$ cat config.mk
export PLATFORM = sky130hd
export DESIGN_NAME = usb_ls_tx
export DESIGN_NICKNAME = d
export VERILOG_FILES = /design/src/rtl/usb_ls_tx.sv
export SDC_FILE = /design/constraint.sdc
export NUM_CORES = 1
export LEC_CHECK = 0
export ABC_CLOCK_PERIOD_IN_PS = 1800
export BUFFER_PORTS_ARGS = -buffer_cell sky130_fd_sc_hd__buf_4
export CORE_MARGIN = 2
export CORE_UTILIZATION = 47
export CTS_CLUSTER_SIZE = 10
export DETAILED_ROUTE_END_ITERATION = 16
export PLACE_DENSITY = 0.68
export SYNTH_ARGS = -nofsm -noshare
export SYNTH_HDL_FRONTEND = slang
export SYNTH_SLANG_ARGS = --single-unit
$ cat constraint.sdc
create_clock -name usbclk -period 1.8 [get_ports usbclk]
set_input_delay 0.09 -clock usbclk [delete_from_list [all_inputs] [get_ports usbclk]]
set_output_delay 0.09 -clock usbclk [all_outputs]
set_load 0.01 [all_outputs]
$ cat src/rtl/usb_ls_tx.sv
// Low-speed USB packet transmitter.
// Sends SYNC, then NRZI-encoded, bit-stuffed data bytes (LSB first), then EOP,
// and drives D+/D- with an output enable.
module usb_ls_tx #(
  parameter int CLKS_PER_BIT = 8
) (
  input  logic       usbclk,
  input  logic       usbrst_n,
  input  logic [7:0] tx_data,
  input  logic       tx_valid,
  output logic       tx_ready,
  output logic       usb_dp_o,
  output logic       usb_dm_o,
  output logic       usb_oe,
  output logic       busy,
  output logic       done
);

  localparam int CW = $clog2(CLKS_PER_BIT);
  localparam logic [CW-1:0] LAST_CLK = CW'(CLKS_PER_BIT - 1);
  // SYNC pattern 0000_0001 sent LSB first is simply the byte 0x80.
  localparam logic [7:0] SYNC_BYTE = 8'h80;

  typedef enum logic [1:0] {IDLE, SYNC, DATA, EOP} state_t;

  state_t        state_reg, state_next;
  logic [CW-1:0] clk_cnt_reg, clk_cnt_next;
  // Next bit index to send within the current byte (8 = byte exhausted);
  // reused as the period count within EOP.
  logic [3:0]    bit_cnt_reg, bit_cnt_next;
  logic [2:0]    ones_reg, ones_next;
  logic [7:0]    shift_reg, shift_next;
  logic [7:0]    hold_reg, hold_next;
  logic          nrzi_k_reg, nrzi_k_next;   // 1 = current NRZI level is K
  logic          dp_reg, dp_next;
  logic          dm_reg, dm_next;
  logic          oe_reg, oe_next;
  logic          busy_reg, busy_next;
  logic          done_reg, done_next;

  logic          wrap;
  logic          send_en;
  logic          send_val;
  logic          send_lvl;

  assign wrap = (clk_cnt_reg == LAST_CLK);

  // Register all state; reset puts the line at idle J with the pads released.
  always_ff @(posedge usbclk or negedge usbrst_n) begin
    if (!usbrst_n) begin
      state_reg   <= IDLE;
      clk_cnt_reg <= '0;
      bit_cnt_reg <= '0;
      ones_reg    <= '0;
      shift_reg   <= '0;
      hold_reg    <= '0;
      nrzi_k_reg  <= 1'b0;
      dp_reg      <= 1'b0;
      dm_reg      <= 1'b1;
      oe_reg      <= 1'b0;
      busy_reg    <= 1'b0;
      done_reg    <= 1'b0;
    end else begin
      state_reg   <= state_next;
      clk_cnt_reg <= clk_cnt_next;
      bit_cnt_reg <= bit_cnt_next;
      ones_reg    <= ones_next;
      shift_reg   <= shift_next;
      hold_reg    <= hold_next;
      nrzi_k_reg  <= nrzi_k_next;
      dp_reg      <= dp_next;
      dm_reg      <= dm_next;
      oe_reg      <= oe_next;
      busy_reg    <= busy_next;
      done_reg    <= done_next;
    end
  end

  // Next-state logic: decide the content of the next bit period at each wrap.
  always_comb begin
    state_next   = state_reg;
    clk_cnt_next = wrap ? '0 : clk_cnt_reg + 1'b1;
    bit_cnt_next = bit_cnt_reg;
    ones_next    = ones_reg;
    shift_next   = shift_reg;
    hold_next    = hold_reg;
    nrzi_k_next  = nrzi_k_reg;
    dp_next      = dp_reg;
    dm_next      = dm_reg;
    oe_next      = oe_reg;
    busy_next    = busy_reg;
    done_next    = 1'b0;
    tx_ready     = 1'b0;
    send_en      = 1'b0;
    send_val     = 1'b0;
    send_lvl     = nrzi_k_reg;

    case (state_reg)
      IDLE: begin
        tx_ready     = 1'b1;
        clk_cnt_next = '0;
        if (tx_valid) begin
          // First SYNC bit (a 0) goes out on the accepting edge.
          hold_next    = tx_data;
          shift_next   = SYNC_BYTE;
          bit_cnt_next = 4'd1;
          oe_next      = 1'b1;
          busy_next    = 1'b1;
          send_en      = 1'b1;
          send_val     = 1'b0;
          state_next   = SYNC;
        end
      end

      SYNC, DATA: begin
        if (wrap) begin
          if (ones_reg == 3'd6) begin
            // Stuff bit: a forced 0, data bit held back.
            send_en  = 1'b1;
            send_val = 1'b0;
          end else if (bit_cnt_reg == 4'd8) begin
            if (state_reg == SYNC) begin
              shift_next   = hold_reg;
              bit_cnt_next = 4'd1;
              send_en      = 1'b1;
              send_val     = hold_reg[0];
              state_next   = DATA;
            end else begin
              tx_ready = 1'b1;
              if (tx_valid) begin
                shift_next   = tx_data;
                bit_cnt_next = 4'd1;
                send_en      = 1'b1;
                send_val     = tx_data[0];
              end else begin
                dp_next      = 1'b0;
                dm_next      = 1'b0;
                bit_cnt_next = 4'd0;
                state_next   = EOP;
              end
            end
          end else begin
            send_en      = 1'b1;
            send_val     = shift_reg[bit_cnt_reg[2:0]];
            bit_cnt_next = bit_cnt_reg + 4'd1;
          end
        end
      end

      EOP: begin
        if (wrap) begin
          if (bit_cnt_reg == 4'd0) begin
            bit_cnt_next = 4'd1;
          end else if (bit_cnt_reg == 4'd1) begin
            bit_cnt_next = 4'd2;
            dp_next      = 1'b0;
            dm_next      = 1'b1;
          end else begin
            bit_cnt_next = 4'd0;
            ones_next    = '0;
            nrzi_k_next  = 1'b0;
            oe_next      = 1'b0;
            busy_next    = 1'b0;
            done_next    = 1'b1;
            state_next   = IDLE;
          end
        end
      end

      default: state_next = IDLE;
    endcase

    // NRZI: a 0 toggles the level, a 1 holds it and extends the run of ones.
    if (send_en) begin
      send_lvl    = send_val ? nrzi_k_reg : ~nrzi_k_reg;
      nrzi_k_next = send_lvl;
      dp_next     = send_lvl;
      dm_next     = ~send_lvl;
      ones_next   = send_val ? ones_reg + 3'd1 : 3'd0;
    end
  end

  assign usb_dp_o = dp_reg;
  assign usb_dm_o = dm_reg;
  assign usb_oe   = oe_reg;
  assign busy     = busy_reg;
  assign done     = done_reg;

endmodule

==> impl_metrics.toml <==
[status]
run_status = "complete, but fails checks"
violations = "setup timing"

[clock_network]
cts_num_sinks = 33
cts_tree = "built"
htree_num_levels = 2
clk_latency_ps = 300
cts.clk_slew.worst_paths_ps = 70
cts_root_buf = "clkbuf_8"
cts_buffers = 5
cts.path.max_buffers = 2

[setup_path]
path_class = "flop to output port"
cp-start-kind = "flop"
regToRegSetupSlack_ps = -140
path_max_fanout = 3
setup.worst_path.start = "state_reg[0]"
required_ps = 1710
r2r_cells = 6
worstReg2RegStart = "bit_cnt_reg[0]"
critPathCaptureType = "output port"
crit_end = "tx_ready"
r2r-end = "nrzi_k_reg"
arrival_ps = 1850

[sta]
hold_slack_ps = 29.85
finalClockSkew_ps = 3.120
fin_setup_tns_ps = -957.8
setup_violations = 15
min_period_ps = 1939
grt_setup_unrepaired = "true"
worst_pin_slew_ps = 505.3
finalWorstSetupSlack_ps = -139.4
fin_crit_sh_pct = 107.7
maxSlewHeadroom_pct = 66.19
max_freq_mhz = 515.6
slew_violations = 0
hold_violations = 0

[grt]
overflow = 0
antenna_found_initial = 0
grt_pass1_vias = 1860
grt_max_degree = 34
grtUsageTotal_pct = 25.46
grt_pass1_wl_um = 8473

[synth]
syn_nets = 217
synth-seq-cells = 33
postSynthCellCount = 195
yosysSeqAreaShare_pct = 42.40
synth_cell_types = 50
synth_ff_type = "dfrtp_1"
synth_edf_count = 0
synthesis.area_um2 = 1951
synthArstFlopShare_pct = 100.0
syn_avg_cell_area_um2 = 10.00
ys_warn_count = 0

[pwr]
power_frac_seq_pct = 24.6
power_frac_comb_pct = 61.3
ir_worst_vdd_mv = 1.000
p_int_mw = 3.215
p_leak_nw = 1.261
p_sw_mw = 2.034
swShare_pct = 38.76
total_power_mw = 5.249
cellPowerDensity_nw_per_um2 = 1865
clockPowerShare_pct = 14.1

[cells_and_area]
nFillCells = 276
area_growth_pct = 44.32
fin_cells = 308
drive_above_1_share_pct = 51.94
final_cell_mix = "58 x buf_4, 31 x dfrtp_1, 14 x mux2_2, 13 x inv_1, 12 x nor2_1"
stdcell_area_um2 = 2815
final_core_util_pct = 70.38
ff_latch_area_um2 = 828.3
layout.nets = 279
multiInputGateArea_um2 = 1222
antennaDiodeCount = 0
mostFrequentLayoutCell = "buf_4"

[place]
placed_area_um2 = 2346
place_congestion = 0.8835
numPortBuffers = 16
place_ws_ps = -118.6
place_hpwl_um = 3361
numPlacedInstances = 279

[flow_run]
maxCapViolations = 0

[drt]
vias = 1742
drc = 0
via_per_inst = 5.656
routed_wl_um = 5341
ant_nets = 0
initialDrtViolationCount = 95
wire_per_inst_um = 17.34
dr.pass1.iters = 4

[die]
dieArea_um2 = 4681
rows = 23
initial_utilization_pct = 48.76
fp.dieW_um = 68.42
ios = 17
dieHeight_um = 68.42
core_um2 = 4000

[worst_hold_path]
holdCritPathClass = "input port to flop"
hp-start = "tx_data[3]"
## power by group through the flow
| stage | logic, mW | registers [mW] | clock network (mW) |
|---|---|---|---|
| after floorplan | 1.56 | 1.26 | 0 |
| after global routing | 3.46 | 1.33 | 0.784 |
| after global placement | 2.24 | 1.27 | 0 |
| after CTS | 2.86 | 1.28 | 0.746 |
| after detailed placement | 2.33 | 1.30 | 0 |
| final | 3.22 | 1.29 | 0.738 |
## critical path, stage by stage, from the launching register on
cell and delay, ps:
dfrtp_1 400, inv_2 70, ha_4 310, nand2_4 70
buf_6 120, or3_4 320, a21oi_2 130, buf_4 130
## worst min-delay path by stage
stage               cells past startpoint              to  slack (ps)
floorplan                               0  bit_cnt_reg[0]        -210
global placement                        1            busy          50
detailed placement                      1            busy          60
CTS                                     2     hold_reg[3]          20
global route                            2     hold_reg[3]          20
finish                                  2     hold_reg[3]          30
## synthesized netlist by cell type, types with 3 or more instances
master	count	area (um2)
dfrtp_1	32	800.8
nand2_1	14	52.55
nand3_1	9	45.04
buf_2	5	25.02
nor2b_1	3	18.77
o21ai_0	11	55.05
inv_1	17	63.81
mux2i_1	4	40.04
ha_1	11	137.6
o22ai_1	3	18.77
a31oi_1	3	18.77
nor2_1	17	63.81
mux2_2	17	191.4
a21oi_1	8	40.04
## layer usage
metal,routed length [um],track usage (%),up-vias
met1,2082,26.28,856
met5,0,0,-
met3,254,7.566,18
li1,-,-,814
met4,189,17.00,0
met2,2814,44.11,54
## layout make-up
cell class | count | area share, %
Clock buffer | 7 | 3.067
Clock inverter | 1 | 1.067
Inverter | 17 | 2.267
Multi-Input combinational cell | 135 | 43.42
Sequential cell | 33 | 29.42
Tap cell | 50 | 2.222
Timing Repair Buffer | 65 | 18.53
## what timing repair did
item                                   4_1_cts  5_1_grt
gates resized for setup                     23       32
buffers inserted                            15        5
pin swaps                                   13        9
setup endpoints to repair                   14       22
endpoints found under the hold margin       32        0
hold buffers                                 1        0
## cell families (layout without fill, tap and decap cells)
| logic type | Yosys count | count (layout) | synth area share (%) |
|---|---|---|---|
| multiplexers | 22 | 22 | 13.21 |
| buffers and inverters | 27 | 90 | 6.158 |
| flip-flops | 33 | 33 | 42.40 |
| adder cells (fa/ha/maj) | 11 | 11 | 7.056 |
| AO/OA/AOI/OAI | 41 | 41 | 14.82 |
| XOR/XNOR | 2 | 2 | 1.283 |
| AND/OR/NAND/NOR | 59 | 59 | 15.08 |
No activity file was read; power rests on OpenSTA's default activity.
